==> src/rtl/pfr_led_display_mux_if.sv <==
// Front-panel display bus: pass-through sources, PFR sources and board-side outputs.
// The display mux is the slave; the environment driving the inputs is the master.
interface pfr_led_display_mux_if #(
  parameter int NUM_DIGITS = 2
);
  logic                    i1mSCE;
  logic [7:0]              pass_led;
  logic [NUM_DIGITS-1:0]   pass_sel_n;
  logic                    pass_postled_sel;
  logic                    pfr_owns_display;
  logic [4*NUM_DIGITS-1:0] pfr_digit_data;
  logic [7:0]              pfr_postled;
  logic                    pfr_blink_en;
  logic [7:0]              led_control;
  logic [NUM_DIGITS-1:0]   digit_sel_n;
  logic                    postled_sel;
  logic                    owner;

  modport master (
    output i1mSCE, pass_led, pass_sel_n, pass_postled_sel,
    output pfr_owns_display, pfr_digit_data, pfr_postled, pfr_blink_en,
    input  led_control, digit_sel_n, postled_sel, owner
  );

  modport slave (
    input  i1mSCE, pass_led, pass_sel_n, pass_postled_sel,
    input  pfr_owns_display, pfr_digit_data, pfr_postled, pfr_blink_en,
    output led_control, digit_sel_n, postled_sel, owner
  );
endinterface

==> src/rtl/pfr_led_display_mux.sv <==
// Front-panel display mux: common-core pass-through or PFR-driven 7-seg/POST-LED scan,
// with blank-out drain on every ownership change and break-before-make between slots.
module pfr_led_display_mux #(
  parameter int NUM_DIGITS  = 2,
  parameter int DWELL_TICKS = 4,
  parameter int BLINK_TICKS = 500
) (
  input logic                  clk,
  input logic                  resetn,
  pfr_led_display_mux_if.slave bus
);

  localparam int SW = $clog2(NUM_DIGITS + 1);
  localparam logic [7:0]    DW_LAST = 8'(DWELL_TICKS - 1);
  localparam logic [9:0]    BL_LAST = 10'(BLINK_TICKS - 1);
  localparam logic [SW-1:0] POST_SLOT = SW'(NUM_DIGITS);

  typedef enum logic [1:0] {
    PASS,
    DRAIN,
    SCAN_GAP,
    SCAN_SHOW
  } state_e;

  state_e                state_q, state_d;
  logic                  tgt_q, tgt_d;
  logic [7:0]            cnt_q, cnt_d;
  logic [SW-1:0]         slot_q, slot_d;
  logic                  owner_q, owner_d;
  logic [9:0]            blk_cnt_q, blk_cnt_d;
  logic                  blk_on_q, blk_on_d;
  logic                  blk_en_q;
  logic [7:0]            led_q, led_d;
  logic [NUM_DIGITS-1:0] sel_n_q, sel_n_d;
  logic                  post_q, post_d;
  logic                  dw_done;
  logic                  blk_rise;
  logic [3:0]            nib;

  function automatic logic [7:0] seg7(input logic [3:0] v);
    logic [7:0] s;
    case (v)
      4'h0: s = 8'hC0;
      4'h1: s = 8'hF9;
      4'h2: s = 8'hA4;
      4'h3: s = 8'hB0;
      4'h4: s = 8'h99;
      4'h5: s = 8'h92;
      4'h6: s = 8'h82;
      4'h7: s = 8'hF8;
      4'h8: s = 8'h80;
      4'h9: s = 8'h90;
      4'hA: s = 8'h88;
      4'hB: s = 8'h83;
      4'hC: s = 8'hC6;
      4'hD: s = 8'hA1;
      4'hE: s = 8'h86;
      default: s = 8'h8E;
    endcase
    return s;
  endfunction

  always_ff @(posedge clk or negedge resetn) begin
    if (!resetn) begin
      state_q   <= PASS;
      tgt_q     <= 1'b0;
      cnt_q     <= '0;
      slot_q    <= '0;
      owner_q   <= 1'b0;
      blk_cnt_q <= '0;
      blk_on_q  <= 1'b1;
      blk_en_q  <= 1'b0;
      led_q     <= 8'hFF;
      sel_n_q   <= '1;
      post_q    <= 1'b0;
    end else begin
      state_q   <= state_d;
      tgt_q     <= tgt_d;
      cnt_q     <= cnt_d;
      slot_q    <= slot_d;
      owner_q   <= owner_d;
      blk_cnt_q <= blk_cnt_d;
      blk_on_q  <= blk_on_d;
      blk_en_q  <= bus.pfr_blink_en;
      led_q     <= led_d;
      sel_n_q   <= sel_n_d;
      post_q    <= post_d;
    end
  end

  always_comb begin
    state_d = state_q;
    tgt_d   = tgt_q;
    cnt_d   = cnt_q;
    slot_d  = slot_q;
    owner_d = owner_q;
    dw_done = bus.i1mSCE && (cnt_q == DW_LAST);
    unique case (state_q)
      PASS: begin
        if (bus.pfr_owns_display) begin
          state_d = DRAIN;
          tgt_d   = 1'b1;
          cnt_d   = '0;
        end
      end
      DRAIN: begin
        // A request change restarts the whole drain toward the new target
        if (bus.pfr_owns_display != tgt_q) begin
          tgt_d = bus.pfr_owns_display;
          cnt_d = '0;
        end else if (dw_done) begin
          cnt_d   = '0;
          slot_d  = '0;
          owner_d = tgt_q;
          state_d = tgt_q ? SCAN_GAP : PASS;
        end else if (bus.i1mSCE) begin
          cnt_d = cnt_q + 8'd1;
        end
      end
      SCAN_GAP: begin
        if (!bus.pfr_owns_display) begin
          state_d = DRAIN;
          tgt_d   = 1'b0;
          cnt_d   = '0;
        end else begin
          state_d = SCAN_SHOW;
        end
      end
      SCAN_SHOW: begin
        if (!bus.pfr_owns_display) begin
          state_d = DRAIN;
          tgt_d   = 1'b0;
          cnt_d   = '0;
        end else if (dw_done) begin
          cnt_d   = '0;
          slot_d  = (slot_q == POST_SLOT) ? '0 : slot_q + SW'(1);
          state_d = SCAN_GAP;
        end else if (bus.i1mSCE) begin
          cnt_d = cnt_q + 8'd1;
        end
      end
      default: state_d = PASS;
    endcase

    blk_rise  = bus.pfr_blink_en && !blk_en_q;
    blk_cnt_d = blk_cnt_q;
    blk_on_d  = blk_on_q;
    if (blk_rise) begin
      blk_cnt_d = '0;
      blk_on_d  = 1'b1;
    end else if (bus.i1mSCE) begin
      if (blk_cnt_q == BL_LAST) begin
        blk_cnt_d = '0;
        blk_on_d  = !blk_on_q;
      end else begin
        blk_cnt_d = blk_cnt_q + 10'd1;
      end
    end
  end

  // Outputs follow the next state so selects drop on the very edge that leaves a slot
  always_comb begin
    led_d   = led_q;
    sel_n_d = '1;
    post_d  = 1'b0;
    nib     = '0;
    for (int k = 0; k < NUM_DIGITS; k++) begin
      if (slot_d == SW'(k)) nib = bus.pfr_digit_data[4*k +: 4];
    end
    unique case (state_d)
      PASS: begin
        led_d   = bus.pass_led;
        sel_n_d = bus.pass_sel_n;
        post_d  = bus.pass_postled_sel;
      end
      DRAIN: led_d = 8'hFF;
      SCAN_GAP: begin
        led_d = (slot_d == POST_SLOT) ? bus.pfr_postled : seg7(nib);
      end
      SCAN_SHOW: begin
        if (slot_d == POST_SLOT) begin
          post_d = 1'b1;
        end else if (blk_on_d || !bus.pfr_blink_en) begin
          for (int k = 0; k < NUM_DIGITS; k++) begin
            if (slot_d == SW'(k)) sel_n_d[k] = 1'b0;
          end
        end
      end
      default: led_d = 8'hFF;
    endcase
  end

  assign bus.led_control = led_q;
  assign bus.digit_sel_n = sel_n_q;
  assign bus.postled_sel = post_q;
  assign bus.owner       = owner_q;

endmodule

==> src/flat_wrapper.sv <==
// flat-port wrapper written by rule: the top's interface ports become plain ports
module pfr_led_display_mux_flat 
#(
  parameter int NUM_DIGITS  = 2,
  parameter int DWELL_TICKS = 4,
  parameter int BLINK_TICKS = 500
)
  (clk, resetn, bus_i1mSCE, bus_pass_led, bus_pass_sel_n, bus_pass_postled_sel, bus_pfr_owns_display, bus_pfr_digit_data, bus_pfr_postled, bus_pfr_blink_en, bus_led_control, bus_digit_sel_n, bus_postled_sel, bus_owner);
  pfr_led_display_mux_if #(.NUM_DIGITS(NUM_DIGITS)) bus_i ();
  input logic clk;
  input logic resetn;
  input wire logic [$bits(bus_i.i1mSCE)-1:0] bus_i1mSCE;
  input wire logic [$bits(bus_i.pass_led)-1:0] bus_pass_led;
  input wire logic [$bits(bus_i.pass_sel_n)-1:0] bus_pass_sel_n;
  input wire logic [$bits(bus_i.pass_postled_sel)-1:0] bus_pass_postled_sel;
  input wire logic [$bits(bus_i.pfr_owns_display)-1:0] bus_pfr_owns_display;
  input wire logic [$bits(bus_i.pfr_digit_data)-1:0] bus_pfr_digit_data;
  input wire logic [$bits(bus_i.pfr_postled)-1:0] bus_pfr_postled;
  input wire logic [$bits(bus_i.pfr_blink_en)-1:0] bus_pfr_blink_en;
  output wire logic [$bits(bus_i.led_control)-1:0] bus_led_control;
  output wire logic [$bits(bus_i.digit_sel_n)-1:0] bus_digit_sel_n;
  output wire logic [$bits(bus_i.postled_sel)-1:0] bus_postled_sel;
  output wire logic [$bits(bus_i.owner)-1:0] bus_owner;
  assign bus_i.i1mSCE = bus_i1mSCE;
  assign bus_i.pass_led = bus_pass_led;
  assign bus_i.pass_sel_n = bus_pass_sel_n;
  assign bus_i.pass_postled_sel = bus_pass_postled_sel;
  assign bus_i.pfr_owns_display = bus_pfr_owns_display;
  assign bus_i.pfr_digit_data = bus_pfr_digit_data;
  assign bus_i.pfr_postled = bus_pfr_postled;
  assign bus_i.pfr_blink_en = bus_pfr_blink_en;
  assign bus_led_control = bus_i.led_control;
  assign bus_digit_sel_n = bus_i.digit_sel_n;
  assign bus_postled_sel = bus_i.postled_sel;
  assign bus_owner = bus_i.owner;
  pfr_led_display_mux #(.NUM_DIGITS(NUM_DIGITS), .DWELL_TICKS(DWELL_TICKS), .BLINK_TICKS(BLINK_TICKS)) u_core (.clk(clk), .resetn(resetn), .bus(bus_i));
endmodule
==> config.mk <==
export PLATFORM = sky130hd
export DESIGN_NAME = pfr_led_display_mux_flat
export DESIGN_NICKNAME = d
export VERILOG_FILES = /design/src/rtl/pfr_led_display_mux_if.sv /design/src/rtl/pfr_led_display_mux.sv /design/src/flat_wrapper.sv
export SDC_FILE = /design/constraint.sdc
export NUM_CORES = 1
export LEC_CHECK = 0
export CORE_UTILIZATION = 50
export DETAILED_ROUTE_END_ITERATION = 7
export PLACE_DENSITY = 0.76
export SYNTH_ARGS = -nofsm -noshare
export SYNTH_HDL_FRONTEND = slang
export SYNTH_SLANG_ARGS = --single-unit
==> constraint.sdc <==
create_clock -name clk -period 3.45 [get_ports clk]
set_input_delay 0.69 -clock clk [delete_from_list [all_inputs] [get_ports clk]]
set_output_delay 0.69 -clock clk [all_outputs]
set_load 0.005 [all_outputs]
==> flow_metrics.tcl, run 1 <==
set metrics [dict create \
    ys_async_sr_fraction_pct 100 \
    hold_path.class "in -> async" \
    synth_ff_type "dfrtp_1" \
    status "finished clean" \
    cts.htree.levels 2 \
    antenna_left 0 \
    numCtsBuffers 5 \
    wl_met2_mm 3.17 \
    first_global_vias 2275 \
    synth_area_sq_um 2650 \
    rsz0062_at_grt "no" \
    wl_mm 6.34 \
    die_y_um 74.9 \
    p_total_uw 990 \
    cp_data_arrival_time_ns 3.26 \
    worst_pin_slew_ns 0.898 \
    crit_type "in -> reg" \
    hold_buffers 0 \
    yosys-top-cells-count "nand2_1 (39), nor2_1 (27), dfrtp_1 (26)" \
    grt_util_all_layers_pct 24.9 \
    die-width_um 74.9 \
    fin_skew_ns 0.00346 \
    fin_util_pct 64.7 \
    synth_most_common_cell "nand2_1" \
    portBuffers 43 \
    stdcell_count 430 \
    cts_tree "yes" \
    viasPerCell 5.66 \
    synth_top_area_share_pct 24.5 \
    synth_nets 353 \
    place_inst 422 \
    wl_met1_mm 2.87 \
    detailed_place.area_sq_um 3210 \
    dr.pass1.iters 4 \
    max_freq_ghz 0.332 \
    power_density_nw_per_um2 300 \
    antenna_found_initial 0 \
    cp.required_ns 3.70 \
    cp-start-kind "primary input" \
    ys_seq_area_share_pct 35.4 \
    syn_avg_cell_area_sq_um 8.64 \
    grt_start_max_net_pins 38 \
    core.rowCount 26 \
    finalSetupTns_ns 0 \
    wire_per_inst_um 14.7 \
    hpwl_mm 4.73 \
    ys_seq_elements 37 \
    timing.final.crit_period_ns 3.01 \
    crit_fanout 10 \
    io_pins 44 \
    grt_pass1_wl_mm 10.5 \
    post-synth-top-area-cell "dfrtp_1" \
    hold_viol_final 0 \
    power_leakage_nw 1.41 \
    cts_max_path_buffers 2 \
    setup_viol 0 \
    grt_overflow_total 0 \
    slew_viol_final 0 \
    area_growth_pct 24.6 \
    drive_above_1_share_pct 15.0 \
    final_area_sq_um 3310 \
    fin_crit_sh_pct 87.3 \
    core_area_sq_um 5110 \
    cts-root-buf "clkbuf_8" \
    num-fill-cells 445 \
    initialDrtViolationCount 157 \
    endpoint_kind "flip-flop" \
    ys_top_cells_by_area "dfrtp_1 (25%), dfstp_2 (11%), ha_1 (6.6%), nand2_1 (5.5%), o21ai_0 (4.5%)" \
    dr_total_vias 2434 \
    drc 0 \
    slew_headroom_pct 39.9 \
    synthCells 307 \
    ir_drop_v 0.000185 \
    synth.distinct_cells 58 \
    clock_sinks 37 \
    top_layer "met4" \
    antennaDiodeCount 0 \
    clk_pin_slew_ns 0.08 \
    cts_resized 0 \
    worst_slack_ns 0.438 \
    initial_utilization_pct 52.0 \
    met3_length_um 223 \
    clk_latency_ns 0.30 \
    whs_ns 0.476 \
    pre_cts_ws_ns 0.163 \
    cap_violations 0 \
    gp_congestion 0.834 \
    synth-edff-count 0 \
    yosysWarnings 0 \
    post_cts.repair.setup_buffers 0 \
    dieArea_sq_um 5600 \
    layout.nets 405 \
]
==> final cells by class <==
class	count	area [sq um]	area share, %
clock buffer	5	68.8	2.08
clock inverter	3	22.5	0.681
inverter	16	60.1	1.82
multi-input combinational	242	1600	48.3
sequential	37	940	28.4
tap	70	87.6	2.65
timing repair buffer	57	531	16.0
==> critical path: stages <==
cell,delay [ns]
clkdlybuf4s50_1,0.66
and3_1,0.26
nand3_1,0.13
and3_1,0.20
a211o_2,0.35
inv_1,0.11
ha_1,0.20
inv_1,0.06
or3_1,0.36
o21ai_0,0.08
o21a_1,0.15
==> layout by cell type (no fill, tap or decap), types with 6 or more instances in the layout <==
master,count
xor2_1,7
nand2b_1,6
dfrtp_1,26
mux2i_1,8
buf_4,14
a21oi_1,22
inv_1,16
dfstp_2,11
clkdlybuf4s50_1,42
nor2_1,27
o21ai_0,24
nor3_1,10
nand3_1,12
nand2_1,39
ha_1,14
==> final timing paths <==
path | slack, ns | endpoint | depth (start not counted) | from
min in group clk | 0.50 | u_core.bus.led_control[7] | 2 | u_core.bus.led_control[7]
worst min-delay path | 0.48 | u_core.cnt_q[2] | 1 | resetn
worst max register to register | 0.72 | u_core.bus.led_control[4] | 10 | u_core.cnt_q[2]
worst min register to register | 0.50 | u_core.bus.led_control[7] | 2 | u_core.bus.led_control[7]
max in group asynchronous | 2.46 | u_core.blk_cnt_q[5] | 1 | resetn
worst max-delay path | 0.44 | u_core.bus.led_control[4] | 11 | bus_pfr_owns_display
==> cells by family after synthesis <==
family / Yosys count / synth area share (%)
AND/OR/NAND/NOR: 123 / 23.6
multiplexers: 8 / 3.02
adder cells (fa/ha/maj): 14 / 6.60
flip-flops: 37 / 35.4
AO/OA/AOI/OAI: 87 / 23.6
buffers and inverters: 28 / 4.43
XOR/XNOR: 10 / 3.30
==> registers in the layout (all words and copies together), names as in the netlist, 2 cells and up <==
signal and flops:
u_core.state_q 2, u_core.bus.led_control 8, u_core.cnt_q 8, u_core.slot_q 2, u_core.bus.digit_sel_n 2, u_core.blk_cnt_q 10
==> routing by layer <==
| metal | vias to the layer above | GRT usage (%) |
|---|---|---|
| met4 | 0 | 7.97 |
| met3 | 10 | 6.02 |
| li1 | 1202 | - |
| met5 | - | 0 |
| met1 | 1177 | 32.3 |
| met2 | 45 | 40.9 |
==> where the power goes <==
part / internal, mW / leakage [nW] / switching, mW
combinational: 0.0930 / 0.901 / 0.0909
clock: 0.143 / 0.0481 / 0.178
sequential: 0.461 / 0.464 / 0.0240
Power figures use the tool's default switching activity.
==> run 2, diff against run 1 <==
- CORE_UTILIZATION: 50 -> 54
- PLACE_DENSITY: 0.76 -> 0.81
==> run 2 against run 1 <==
  * Clock power is 20% higher
  * Sequential power hardly changed
  * Die area is 7.2% lower
  * Routed wire length is 1.1% lower
  * Critical path depth is 2 higher
  * Flip-flop and latch count stayed put
  * Maximum frequency is 2.1% lower
  * Power is 6.8% higher
  * Sequential share of layout area is 0.14 points lower
  * Global-route usage is 0.21 points higher
  * Clock skew is 0.0052 ns higher
  * Via count hardly changed
==> flow_metrics.tcl, run 2 (synthesis results as in run 1) <==
set metrics [dict create \
    drive_above_1_share_pct 14.7 \
    whs_ns 0.493 \
    numCtsBuffers 5 \
    grt_start_max_net_pins 38 \
    rr_worst_depth 13 \
    area_growth_pct 25.2 \
    final_common_cell "clkdlybuf4s50_1" \
    p_total_mw 1.06 \
    core.rowCount 25 \
    antennaDiodeCount 0 \
    ir_drop_v 0.000206 \
    power_leakage_nw 1.42 \
    cts_tree "yes" \
    hpwl_mm 4.65 \
    fin_crit_sh_pct 89.1 \
    seqCellArea_sq_um 940 \
    r2r_setup_slack_ns 0.66 \
    timing.rr.start "u_core.cnt_q[0]" \
    timing.rr.end "u_core.bus.led_control[3]" \
    cp_data_arrival_time_ns 3.29 \
    cts_max_path_buffers 2 \
    final_area_sq_um 3320 \
    worst_pin_slew_ns 0.886 \
    antenna_left 0 \
    grt_pass1_wl_mm 10.3 \
    critPathLaunch "bus_i1mSCE" \
    cp-endpoint "u_core.bus.led_control[3]" \
    status "finished clean" \
    cp-start-kind "primary input" \
    max_freq_ghz 0.325 \
    initialDrtViolationCount 161 \
    top_register "u_core.blk_cnt_q" \
    num-fill-cells 370 \
    cp.required_ns 3.66 \
    clock_sinks 37 \
    cap_violations 0 \
    wl_mm 6.27 \
    rsz0062_at_grt "no" \
    multiInputGateArea_sq_um 1600 \
    gp_congestion 0.872 \
    portBuffers 43 \
    cts.htree.levels 2 \
    hold_buffers 0 \
    largest_register_ffs 10 \
    antenna_found_initial 0 \
    setup_viol 0 \
    die_y_um 72.1 \
    crit_fanout 7 \
    dr_total_vias 2432 \
    post_cts.repair.setup_buffers 0 \
    endpoint_kind "flip-flop" \
    timing.final.crit_period_ns 3.08 \
    grt_overflow_total 0 \
    finalSetupTns_ns 0 \
    layout.nets 405 \
    die-width_um 72.1 \
    clk_latency_ns 0.29 \
    drc 0 \
    clk_pin_slew_ns 0.08 \
    dr.pass1.iters 4 \
    first_global_vias 2308 \
    detailed_place.area_sq_um 3210 \
    hold_viol_final 0 \
    fin_util_pct 70.3 \
    hold_path.class "in -> async" \
    cts-root-buf "clkbuf_8" \
    power_density_nw_per_um2 318 \
    crit_type "in -> reg" \
    fin_skew_ns 0.00868 \
    core_area_sq_um 4720 \
    cts_resized 0 \
    slew_viol_final 0 \
    wire_per_inst_um 14.7 \
    dieArea_sq_um 5200 \
    io_pins 44 \
    viasPerCell 5.70 \
    final_cell_mix "clkdlybuf4s50_1 (42), nand2_1 (39), nor2_1 (27), dfrtp_1 (26), o21ai_0 (24)" \
    grt_util_all_layers_pct 25.1 \
    initial_utilization_pct 56.2 \
    slew_headroom_pct 40.7 \
]
## run 2: changes by cell type in the layout (fill, tap and decap cells not counted)
cell       delta
bufinv_16     +1
clkinv_2      -1
clkinv_4      -1
clkbuf_1      +1
## run 2: worst min path at each step
| stage | startpoint | cells past startpoint | to |
|---|---|---|---|
| after CTS | resetn | 1 | u_core.cnt_q[5] |
| after floorplan | resetn | 0 | u_core.blk_cnt_q[0] |
| after detailed placement | u_core.bus.led_control[7] | 2 | u_core.bus.led_control[7] |
| after global placement | u_core.bus.led_control[7] | 2 | u_core.bus.led_control[7] |
| final | resetn | 1 | u_core.cnt_q[6] |
| after global routing | u_core.cnt_q[0] | 1 | u_core.cnt_q[0] |
## run 2: stage by stage
step / std cells / worst slack [ns]
4_1_cts: 427 / 0.424
3_5_place_dp: 419 / 0.138
5_1_grt: 427 / 0.167
2_1_floorplan: 307 / 0.580
6_report: 427 / 0.375
3_3_place_gp: 419 / 0.210
## run 2: final cells by class
cell class	instances	share of cell area (%)
clock buffers	6	2.18
repair buffers	57	16.0
flip-flops and latches	37	28.3
multi-input cells	242	48.1
well taps	67	2.52
clock inverters	2	1.17
inverters	16	1.81
## run 2: worst max-delay path: stages
cell	delay, ns
clkdlybuf4s50_1	0.53
and4bb_2	0.30
nand2_2	0.07
o21ai_0	0.19
nand2_1	0.07
o21ai_0	0.09
buf_4	0.16
inv_1	0.07
ha_1	0.31
nor3_1	0.30
o21ai_0	0.15
a211oi_1	0.27
a211oi_1	0.09
## run 2: where the power goes
part | leakage [nW] | total (mW) | internal (mW) | switching (mW)
combinational | 0.901 | 0.186 | 0.0936 | 0.0928
sequential | 0.464 | 0.486 | 0.461 | 0.0249
clock | 0.0554 | 0.385 | 0.217 | 0.168
total | 1.42 | 1.06 | 0.772 | 0.286
## run 2: metal layers
metal | wire length (um) | track usage (%) | vias up
met5 | 0 | 0 | -
met2 | 3080 | 43.7 | 57
met3 | 208 | 3.47 | 11
met4 | 126 | 9.37 | 0
met1 | 2860 | 31.6 | 1160
li1 | - | - | 1204
